--- src/rtl/bigsdiv.sv ---
// bigsdiv: multi-cycle 32-bit signed/unsigned restoring divider.
// One quotient bit per clock, a separate cycle for sign fix-up, and C-style
// truncating results (quotient toward zero, remainder takes the dividend's sign).
// A zero divisor completes on the next cycle with o_err set.
module bigsdiv (
  input  logic        i_clk,
  input  logic        i_rst,
  input  logic        i_wr,
  input  logic        i_sgn,
  input  logic [31:0] i_numerator,
  input  logic [31:0] i_denominator,
  output logic        o_busy,
  output logic        o_valid,
  output logic        o_err,
  output logic [31:0] o_quotient,
  output logic [31:0] o_remainder
);

  typedef enum logic [1:0] {
    IDLE   = 2'd0,
    DIVIDE = 2'd1,
    FIXUP  = 2'd2
  } state_t;

  state_t      state, state_nxt;
  logic [4:0]  count;
  logic [31:0] num_q;    // dividend shifts out of the top, quotient shifts in at the bottom
  logic [31:0] den;
  logic [31:0] partial;
  logic        neg_q, neg_r;
  logic [32:0] trial;
  logic        accept, div_zero;

  // Two's-complement magnitude, only in signed mode.
  function automatic logic [31:0] mag(input logic [31:0] x, input logic sgn);
    return (sgn && x[31]) ? (32'd0 - x) : x;
  endfunction

  // A request is taken only in IDLE with busy low; busy stays high through the
  // o_valid cycle, so a request coinciding with o_valid is dropped.
  assign accept   = i_wr && !o_busy && (state == IDLE);
  assign div_zero = (i_denominator == 32'd0);

  // Restoring step: 33-bit trial subtract; a clear sign bit means D fits.
  assign trial = {partial, num_q[31]} - {1'b0, den};

  // State register.
  always_ff @(posedge i_clk or posedge i_rst) begin
    // NOTE: sequential state uses non-blocking assignments so every register
    // samples the pre-edge values, independent of statement order.
    if (i_rst) state <= IDLE;
    else       state <= state_nxt;
  end

  // Next-state logic.
  always_comb begin
    // NOTE: default assigned first so no path leaves state_nxt unassigned,
    // which would otherwise infer a latch.
    state_nxt = state;
    case (state)
      IDLE:    if (accept && !div_zero) state_nxt = DIVIDE;
      DIVIDE:  if (count == 5'd0)       state_nxt = FIXUP;
      FIXUP:                            state_nxt = IDLE;
      default:                          state_nxt = IDLE;
    endcase
  end

  // Datapath and registered outputs.
  always_ff @(posedge i_clk or posedge i_rst) begin
    if (i_rst) begin
      o_busy      <= 1'b0;
      o_valid     <= 1'b0;
      o_err       <= 1'b0;
      o_quotient  <= 32'd0;
      o_remainder <= 32'd0;
      count       <= 5'd0;
      num_q       <= 32'd0;
      den         <= 32'd0;
      partial     <= 32'd0;
      neg_q       <= 1'b0;
      neg_r       <= 1'b0;
    end else begin
      o_valid <= 1'b0;
      case (state)
        IDLE: begin
          if (accept && div_zero) begin
            // Divide by zero: report immediately, dividend passed through raw.
            o_valid     <= 1'b1;
            o_err       <= 1'b1;
            o_quotient  <= 32'd0;
            o_remainder <= i_numerator;
          end else if (accept) begin
            num_q   <= mag(i_numerator, i_sgn);
            den     <= mag(i_denominator, i_sgn);
            neg_q   <= i_sgn & (i_numerator[31] ^ i_denominator[31]);
            neg_r   <= i_sgn & i_numerator[31];
            partial <= 32'd0;
            count   <= 5'd31;
            o_busy  <= 1'b1;
          end else begin
            // Also the cycle after FIXUP: busy drops here, one cycle after o_valid rises.
            o_busy <= 1'b0;
          end
        end
        DIVIDE: begin
          if (!trial[32]) partial <= trial[31:0];
          else            partial <= {partial[30:0], num_q[31]};
          num_q <= {num_q[30:0], ~trial[32]};
          if (count != 5'd0) count <= count - 5'd1;
        end
        FIXUP: begin
          // Negation gets its own cycle to keep it off the subtract path.
          o_quotient  <= neg_q ? (32'd0 - num_q)   : num_q;
          o_remainder <= neg_r ? (32'd0 - partial) : partial;
          o_valid     <= 1'b1;
          o_err       <= 1'b0;
        end
        default: o_busy <= 1'b0;
      endcase
    end
  end

endmodule
--- config.mk ---
export PLATFORM = sky130hd
export DESIGN_NAME = bigsdiv
export DESIGN_NICKNAME = d
export VERILOG_FILES = /design/src/rtl/bigsdiv.sv
export SDC_FILE = /design/constraint.sdc
export NUM_CORES = 1
export LEC_CHECK = 0
export ABC_AREA = 1
export CORE_MARGIN = 2
export CORE_UTILIZATION = 45
export CTS_CLUSTER_DIAMETER = 40
export DETAILED_ROUTE_END_ITERATION = 10
export HOLD_SLACK_MARGIN = 0.03
export PLACE_DENSITY = 0.65
export REMOVE_ABC_BUFFERS = 1
export SETUP_SLACK_MARGIN = 0.15
export SYNTH_ARGS = -nofsm -noshare
export SYNTH_HDL_FRONTEND = slang
export SYNTH_SLANG_ARGS = --single-unit
--- constraint.sdc ---
create_clock -name i_clk -period 12.8 [get_ports i_clk]
set_clock_uncertainty 0.2 [all_clocks]
set_input_delay 1.92 -clock i_clk [delete_from_list [all_inputs] [get_ports i_clk]]
set_output_delay 1.92 -clock i_clk [all_outputs]
set_load 0.01 [all_outputs]
======== After elaboration in Yosys (flattened, before gate mapping) ========
Cells that the tools add are included.
storage, ports and cells
  word-level logic and storage cells ...... 82
  output and inout port bits .............. 67
  register bits ........................... 172
  bits of input ports ..................... 68
cells by class
  mux-type cells .......................... 29
  bitwise gates (word level) .............. 6
  reduce and logical (&&, ||, !) cells .... 21
  eq/ne operators ......................... 8
  add/subtract/negate cells ............... 6
operators with widths
  cell                   number
  $mux 32                11
  $pmux 32 s2            4
  $sub 1x32->32 const A  4
  $sub 33x32->33         1
  $logic_not 32->1       1
  $mux 5                 3
  $pmux 5 s2             1
  $ne 2x2->1 const B     4
  $logic_and 1x1->1      6
  $pmux 1 s2             3
  $reduce_and 2->1       3
  $reduce_and 3->1       2
  $logic_not 5->1        1
  $reduce_bool 5->1      1
  $sub 5x1->5 const B    1
  $mux 1                 4
  $mux 2                 2
  $ne 2x1->1 const B     2
  $pmux 2 s2             1
  $reduce_and 4->1       1
  $reduce_bool 2->1      2
  $not 1->1              3
  $and 1x1->1            2
  $eq 2x1->1 const B     1
  5 further kinds        6

======== Longest topological paths before layout ========
Gate-level depths: netlist of the first run.
  word-level depth ........................ 6
  depth in mapped cells ................... 18
  depth with buffers taken out ............ 17

======== Least setup slack after synthesis of the first run ========
No wires, ideal clock.
  path type ............................... input to register
  start ................................... input i_denominator[0]
  end ..................................... register o_err
  buffers on the path ..................... 1
  setup time .............................. 0.125 ns
  setup slack ............................. 9.082 ns
  arrival ................................. 3.393 ns
  stages .................................. 10
  required time ........................... 12.475 ns
  cell sequence ........................... inv_1 > ha_1 > nand3_1 > nor2_1 > nand2_1 > nor2_4 > nand2_4 > nand2_4 > buf_4 > mux2_2
on the way
  longest elaborated chain between the ends .. 4
RTL lines
  what                               RTL line  text
  start: declaration                 11        input logic [31:0] i_denominator,
  $logic_not 32->1                   42        assign div_zero = (i_denominator == 32'd0);
  $logic_and 1x1->1                  86        if (accept && div_zero) begin
  $ne 2x1->1 (no source line)        --
  $reduce_and 2->1 (no source line)  --
  end signal: assignment             73        o_err <= 1'b0;
  end signal: assignment             89        o_err <= 1'b1;
  end signal: assignment             116       o_err <= 1'b0;
  end: declaration                   14        output logic o_err,
No other way between the ends.
A chain may end at the register's enable or synchronous reset.

======== Worst setup path after layout of the first run ========
  start ................................... input i_denominator[0]
  end ..................................... register num_q[16]
on the way
  longest elaborated chain between the ends .. 4
RTL lines
  what                               RTL line  text
  $logic_not 32->1                   42
  $logic_and 1x1->1                  86
  $ne 2x2->1 (no source line)        --
  $reduce_and 3->1 (no source line)  --
  end signal: assignment             93        num_q <= mag(i_numerator, i_sgn);
  end signal: assignment             108       num_q <= {num_q[30:0], ~trial[32]};
  end: declaration                   27        logic [31:0] num_q;
No other way between the ends.

==> metrics, run 1 <==
status=finished, final reports clean; DP Cell Count=approximately 2.7k; Clock Tree Buf Depth=2; unique cell type count in the Yosys netlist=between 40 and 50; grt ovf=0; register bit total from synthesis=~170; area of the multi-input gates=between 0.008 and 0.009 sq mm; die width=~180 um; share of the synthesized area in the top cell type=30.56%; DR WL/cell=approximately 17 um; H-tree Lvls=4; Tightest Pin Transition=between 1000 and 1500 ps; Leak=8.314 nW; post-synthesis compound-gate area fraction=9.602%; max cap viols=0; core area=between 0.03 and 0.04 sq mm; Synth Area in Simple Gates=between 40% and 50%; Crit. End Element=flop; total track usage=between 20% and 30%; die area=roughly 0.033 sq mm; register area=roughly 0.0043 sq mm; DRT antenna net count=0; worst path arrival time=between 5000 and 6000 ps; Final period util=approximately two fifths; IO Pins=between 100 and 150; Area contributors post-synth=dfrtp_1 (31%), nand2_1 (19%), nand3_1 (11%); worst vdd ir=approximately 0.00013 V; starting density of the core=between 40% and 50%; DRC viols=0; clock network fraction of total power=between 10% and 20%; Syn Inst Count=2,255; top cells by count, synth=nand2_1 (696), inv_1 (318), nand3_1 (305), nor2_1 (211), dfrtp_1 (172); post-synthesis xor/xnor area fraction=about 4.7%; Switching Fraction=51.73%; post-synthesis cell area=0.01409 sq mm; Nets=around 2.5k; asr flop ratio synth=100.0%; layout cell share with drive strength beyond 1=3.057%; WL final=between 40 and 50 mm; Switching Power=2.041 mW; initial antenna violation count=0; global-route wire length before repair=around 76 mm; Worst Hold Slack=roughly 290 ps; fmax=196.2 MHz; Worst-path clk slew=roughly 80 ps; TritonCTS clock tree=yes; Final Hold Fails=0; pre-CTS setup slack=between 7000 and 8000 ps; largest net degree at the start of global routing=slightly above 90; Cell Count, Final, Fillers Out=around 2.8k; area leader, netlist=dfrtp_1; Die Height=about 180 um; cell with the most instances after synthesis=nand2_1; critical path peak fanout=between 40 and 50; Post-CTS Setup Bufs=0; prevailing post-synth register cell=dfrtp_1; synth warn=0; gpl congestion=0.9526; P&R area growth vs syn=15.10%; final worst slack=~7700 ps; Flop pwr share=24.9%; area share of fa/ha/maj cells after synthesis=~3.8%; fillers=3,150; vias in the first global route=between 10k and 15k; RSZ-0062 raised after global routing=false; P per Cell Area=243.3 mW/mm^2; clk_lat worst skew=between 400 and 500 ps; Startpoint Class=input pin; DRT Pass-1 Iters=8; Clk Tree Root Cell=clkbuf_16; Tmin final=a little over 5000 ps; WS Path Type=input pin to flop; main combinational cell family by area after synthesis=simple AND/OR/NAND/NOR gates; setup TNS=0 ps; Final setup violation count=0; # resized after CTS=0; ANT cells=0; port bufs=134; CTS Buf Count=17; DP HPWL=approximately 37 mm; Worst Hold Class=flop to flop; hold-fix buffer count after cts=0; max-slew violation count=0; P_int=~1.9 mW; 1st-iter DRT viols=1,423; Post-synth EDFFs=0; post-synthesis mux area share=less than 1%; FP Rows=64; CP Data Required Time=12,950 ps; # clock sinks=approximately 170; routed vias/inst=between 5 and 6; via count=14.79k; slew margin rel.=about 29%; Seq/Total Area, Yosys=between 30% and 40%; synthesized area per cell=roughly 6.2 sq um; Comb power frac=roughly 62%; Design Power=3.945 mW
## cell families after synthesis
group | after synthesis
buf+inv | 398
simple gates | 1323
flops | 172
mux | 2
xor+xnor | 76
compound gates | 242
fa+ha+maj | 42
## state kept, by name, summed over array words and instances (netlist names)
name,count
o_busy,1
neg_q,1
o_quotient,32
num_q,32
den,32
o_err,1
partial,32
state,2
neg_r,1
o_remainder,32
count,5
o_valid,1
## metal layers
metal  up-vias  wire (um)  GRT usage, %  part of all wire, %
met5         -          0             0                    0
met4         0        667         6.581                  1.4
met3        35       2871         4.556                  6.1
met2       486      20750         45.40                   44
met1      6884      23130         42.56                   49
li1       7385          -             -                    -
## worst paths after layout
check	from	endpoint	slack [ps]	cells after the start
worst max-delay path	i_denominator[0]	num_q[16]	7700	14
worst min-delay path	den[19]	den[19]	290	2
worst max register to register	state[1]	num_q[16]	9250	12
worst min register to register	den[19]	den[19]	290	2
max in group asynchronous	i_rst	o_remainder[23]	8970	3
min in group asynchronous	i_rst	partial[1]	1830	2
## power by group through the flow
stage | Clock [mW] | Combinational (mW) | Sequential [mW]
final | 0.512 | 2.45 | 0.982
after global routing | 0.539 | 2.75 | 1.01
after CTS | 0.518 | 2.43 | 0.980
after detailed placement | 0 | 2.42 | 0.986
after global placement | 0 | 2.39 | 0.983
after floorplan | 0 | 1.57 | 0.981
## through the flow
step,instance area (sq um),utilization (%)
after floorplan,13710,-
after global placement,15660,51.05
after detailed placement,15660,51.05
after CTS,16210,52.86
after global routing,16210,52.86
final,16210,52.86
## layout make-up
type                       count  share of cell area, %
clock buffer                  18                  2.709
clock inverter                13                 0.7254
inverter                     320                  7.439
multi-input combinational   1685                  50.65
sequential                   172                  26.55
tap                          396                  3.056
timing repair buffer         147                  8.875
## cells in the final DEF, fill, tap and decap left out, types with 13 or more instances in the layout
master / instances
xnor2_1: 15
clkdlybuf4s50_1: 134
a21oi_1: 64
a31oi_1: 20
xor2_1: 61
clkbuf_16: 17
nand4_1: 42
inv_1: 317
o21ai_0: 114
ha_1: 40
nand2_1: 696
dfrtp_1: 172
nor3_1: 32
buf_4: 13
nor2_1: 211
o211ai_1: 18
nand3_1: 305
## critical path, cell delays in order
cell             delay [ps]
clkdlybuf4s50_1         460
inv_1                    80
ha_1                    260
nand3_1                 140
nor2_1                   80
nand2_1                 140
nor2_4                   70
nor2_4                  510
inv_1                   640
o21ai_2                 190
buf_4                   380
o21ai_0                 150
nor2_1                  140
nor2_1                   50
No activity file was read; power rests on OpenSTA's default activity.
==> run 2: changes to the inputs <==
PLACE_DENSITY = 0.68   (was 0.65)
clock period = 4.3 ns   (was 12.8 ns; I/O delays follow)
==> metrics, run 2 (synthesis gave the netlist of run 1 again) <==
slew margin rel.=~40%; GRT busiest layer=met2; WL final=about 46 mm; DRT Pass-1 Iters=5; CTS Buf Count=17; Tmin final=approximately 3300 ps; pre-CTS setup slack=about 560 ps; P per Cell Area=between 700 and 800 mW/mm^2; area of the multi-input gates=~0.0082 sq mm; worst vdd ir=approximately 0.00049 V; met2 Use GR=~44%; R2R cell count=18; 1st-iter DRT viols=1,498; Leak=between 8 and 9 nW; met1 Use GR=between 40% and 50%; final worst slack=roughly 990 ps; Worst-path clk slew=around 70 ps; hold path depth=2; HP Start=den[30]; total track usage=28.29%; routed vias/inst=roughly 5.4; Tightest Pin Transition=a little under 900 ps; Final Hold Fails=0; Worst Hold Class=flop to flop; critical path peak fanout=between 40 and 50; largest net degree at the start of global routing=a little over 70; TritonCTS clock tree=yes; reg2reg start=num_q[31]; commonest non-fill, non-tap cell in the layout=nand2_1; P&R area growth vs syn=16.17%; hold-fix buffer count after cts=0; Placed Area=roughly 0.016 sq mm; global-route wire length before repair=74.17 mm; register area=~0.0043 sq mm; Comb power frac=roughly three fifths; IO Pins=between 100 and 150; Flop pwr share=between 20% and 30%; layout cell share with drive strength beyond 1=between 3 and 4%; FP Rows=64; Crit. End Element=flop; core area=between 0.03 and 0.04 sq mm; Final Cell Area=between 0.015 and 0.02 sq mm; # resized after CTS=0; FF-to-FF End=partial[24]; GR Util met3=under 10%; Worst Hold Slack=around 280 ps; H-tree Lvls=4; DP HPWL=about 36 mm; ANT cells=0; # clock sinks=roughly 170; R2R setup slack=between 1000 and 1500 ps; fmax=~300 MHz; Post-CTS Setup Bufs=0; clock network fraction of total power=approximately an eighth; clk_lat worst skew=roughly 450 ps; P_int=between 5 and 6 mW; initial antenna violation count=0; Final setup violation count=0; die width=~180 um; Final period util=between 70% and 80%; most frequent cells in the layout=nand2_1 (696), inv_1 (317), nand3_1 (305); port bufs=134; DRC viols=0; die area=~0.033 sq mm; via count=14.87k; Hold Path Sink=den[30]; max-slew violation count=0; Switching Power=just over 6 mW; Startpoint Class=input pin; starting density of the core=around 46%; Clock Tree Buf Depth=2; fillers=3,118; WS Path Type=input pin to flop; RSZ-0062 raised after global routing=false; max cap viols=0; Die Height=approximately 180 um; gpl congestion=between 0.9 and 1; CP Data Required Time=4490 ps; Switching Fraction=51.10%; Clk Tree Root Cell=clkbuf_16; grt ovf=0; status=finished, final reports clean; DR WL/cell=16.66 um; vias in the first global route=approximately 14k; DRT antenna net count=0; worst path arrival time=3500 ps; Nets=~2.5k
## run 2: cell types whose count changed in the layout (fill, tap and decap cells not counted)
cell | before | now
bufinv_16 | 1 | 2
buf_4 | 13 | 24
buf_12 | 0 | 2
clkinv_2 | 3 | 1
clkbuf_1 | 0 | 2
## run 2: through the flow
stage | util, % | power [mW] | instances | setup TNS (ps)
after floorplan | - | 7.595 | 2177 | -207290
after global placement | 51.45 | 10.07 | 2733 | 0
after detailed placement | 51.45 | 10.17 | 2733 | 0
after CTS | 53.35 | 11.79 | 2765 | 0
after global routing | 53.35 | 12.91 | 2765 | 0
final | 53.35 | 11.82 | 2765 | 0
## run 2: power by group through the flow
stage	registers (mW)	logic [mW]	clock network (mW)
after floorplan	2.92	4.67	0
after global placement	2.94	7.13	0
after detailed placement	2.95	7.22	0
after CTS	2.93	7.26	1.60
after global routing	3.03	8.22	1.65
final	2.94	7.31	1.57
## run 2: how the worst max path moves through the flow
stage	slack [ps]	start	cells past startpoint	end
floorplan	-1210	i_rst	1	count[0]
global placement	540	i_denominator[0]	13	o_remainder[20]
detailed placement	560	i_denominator[0]	13	o_remainder[20]
CTS	1010	i_denominator[0]	13	o_remainder[20]
global route	740	i_denominator[0]	13	o_remainder[20]
finish	990	i_denominator[0]	13	o_remainder[20]
## run 2: layer usage
| metal | wire length [um] | part of all wire, % | vias up |
|---|---|---|---|
| li1 | - | - | 7414 |
| met1 | 22050 | 48 | 6878 |
| met2 | 20080 | 44 | 513 |
| met3 | 2826 | 6.1 | 64 |
| met4 | 1111 | 2.4 | 0 |
| met5 | 0 | 0 | - |
## run 2: worst max-delay path, stage by stage
cell	delay, ps
clkdlybuf4s50_1	400
inv_1	140
ha_1	260
nand3_1	150
nor2_1	210
nand2_1	150
nor2_4	200
nand2_4	300
nand2_4	300
buf_4	330
o21ai_0	120
o21bai_1	180
nand2_1	60
## run 2: final cells by class
| type | count | share of cell area (%) |
|---|---|---|
| Clock buffer | 20 | 2.730 |
| Clock inverter | 12 | 0.8411 |
| Inverter | 320 | 7.371 |
| Multi-Input combinational cell | 1685 | 50.18 |
| Sequential cell | 172 | 26.30 |
| Tap cell | 396 | 3.028 |
| Timing Repair Buffer | 160 | 9.543 |
==> run 3: changes to the inputs <==
PLACE_DENSITY = 0.65   (was 0.68)
clock period = 3.19 ns   (was 4.3 ns; I/O delays follow)
==> metrics, run 3 (synthesis gave the netlist of run 1 again) <==
status=finished, final reports clean; Final Hold Fails=0; initial antenna violation count=0; final worst slack=around 330 ps; DR WL/cell=17.28 um; DRT Pass-1 Iters=5; Final period util=between 80 and 90%; total track usage=just under 30%; slew margin rel.=a little over half; P&R area growth vs syn=17.84%; pre-CTS setup slack=about 80 ps; critical path peak fanout=10; DP HPWL=between 30 and 40 mm; routed vias/inst=about 5.4; Tightest Pin Transition=around 700 ps; P per Cell Area=just under 1000 mW/mm^2; CTS Buf Count=17; Crit. End Element=flop; layout cell share with drive strength beyond 1=under 10%; Startpoint Class=flop; core area=between 0.03 and 0.04 sq mm; die area=roughly 0.033 sq mm; # resized after CTS=0; largest net degree at the start of global routing=59; largest stage delay on the critical path=approximately 410 ps; clk_lat worst skew=460 ps; commonest non-fill, non-tap cell in the layout=nand2_1; WL final=about 48 mm; TritonCTS clock tree=yes; max cap viols=0; RSZ-0062 raised after global routing=true; worst path bufs/invs=2; Leak=about 8.5 nW; ANT cells=0; grt ovf=0; Placed Area=~0.016 sq mm; crit-path cells=inv_2, ha_1, fa_1, inv_1, nand2_1, nand2_1, nand3_1, nand2_1, nand2_1, nand2_1, nand2_2, nand2_2, nand2_2, nand2_4, nand2_1, nand3_1, nand2_1; worst path arrival time=roughly 3000 ps; reg2reg start=num_q[31]; gpl congestion=just under 1; Final Cell Area=between 0.015 and 0.02 sq mm; worst vdd ir=approximately 0.00048 V; Die Height=180.9 um; Worst-path clk slew=70 ps; max-slew violation count=0; Clock Tree Buf Depth=2; global-route wire length before repair=about 77 mm; Nets=~2.5k; Worst Hold Class=input pin to asynchronous set/reset pin; # clock sinks=~170; 1st-iter DRT viols=~1.4k; IO Pins=135; CP delay by family, top=simple AND/OR/NAND/NOR gates; DRT antenna net count=0; most used cell, CP=nand2_1; DRC viols=0; Post-CTS Setup Bufs=0; CP max-delay cell=fa_1; H-tree Lvls=4; Final setup violation count=0; Worst Hold Slack=about 250 ps; fmax=roughly 350 MHz; fillers=between 3k and 4k; die width=about 180 um; hold-fix buffer count after cts=0; FP Rows=64; most frequent cells in the layout=nand2_1 (696), inv_1 (316), nand3_1 (305); Clk Tree Root Cell=clkbuf_16; vias in the first global route=between 10k and 15k; worst setup path startpoint=num_q[31]; starting density of the core=45.93%; CP Data Required Time=3330 ps; via count=14.94k; port bufs=between 100 and 150; Tmin final=between 2000 and 3000 ps; WS Path Type=flop to flop
run 3: cell count changes in the layout (fill, tap and decap cells not counted):
cell,previous run,this run
buf_4,24,34
buf_12,2,8
clkinv_4,1,6
clkinvlp_4,5,1
clkbuf_1,2,0
buf_6,0,1
inv_1,317,316
inv_2,0,1
inv_6,4,5
nand2_2,5,4
nand2_8,0,1
run 3: through the flow:
| step | cells | utilization (%) | TNS [ps] | power (mW) |
|---|---|---|---|---|
| finish | 2782 | 54.12 | 0 | 16.20 |
| global route | 2782 | 54.12 | 0 | 17.69 |
| CTS | 2782 | 54.06 | 0 | 16.14 |
| detailed placement | 2750 | 52.11 | 0 | 13.90 |
| global placement | 2750 | 52.11 | 0 | 13.79 |
| floorplan | 2177 | - | -419130 | 10.24 |
run 3: layout make-up:
type                    count  area [sq um]  area share (%)
clock inverters            14         160.2          0.9649
multi-input cells        1685          8225           49.56
clock buffers              18         439.2           2.646
inverters                 320          1206           7.267
repair buffers            177          1768           10.65
flip-flops and latches    172          4304           25.93
well taps                 396         495.5           2.985
run 3: per-layer routing:
layer  vias up  GRT usage [%]  share of wire (%)
met2       518          43.25                 42
met4         0          8.774                2.1
met1      6917          44.75                 49
met5         -              0                  0
met3        55          5.442                7.1
li1       7449              -                  -
run 3: worst paths after layout:
kind                                  endpoint  slack [ps]  cells past startpoint
worst min register to register          den[9]         290                      2
min in group i_clk                      den[9]         290                      2
worst max register to register      partial[5]         330                     17
worst min-delay path                partial[1]         250                      2
max in group asynchronous       o_quotient[28]        1860                      3
worst max-delay path                partial[5]         330                     17
run 3: where the power goes:
group / total, mW / internal (mW) / switching, mW
logic: 10.0 / 3.60 / 6.44
registers: 3.98 / 3.14 / 0.843
clock network: 2.18 / 1.19 / 0.994
total: 16.2 / 7.92 / 8.27
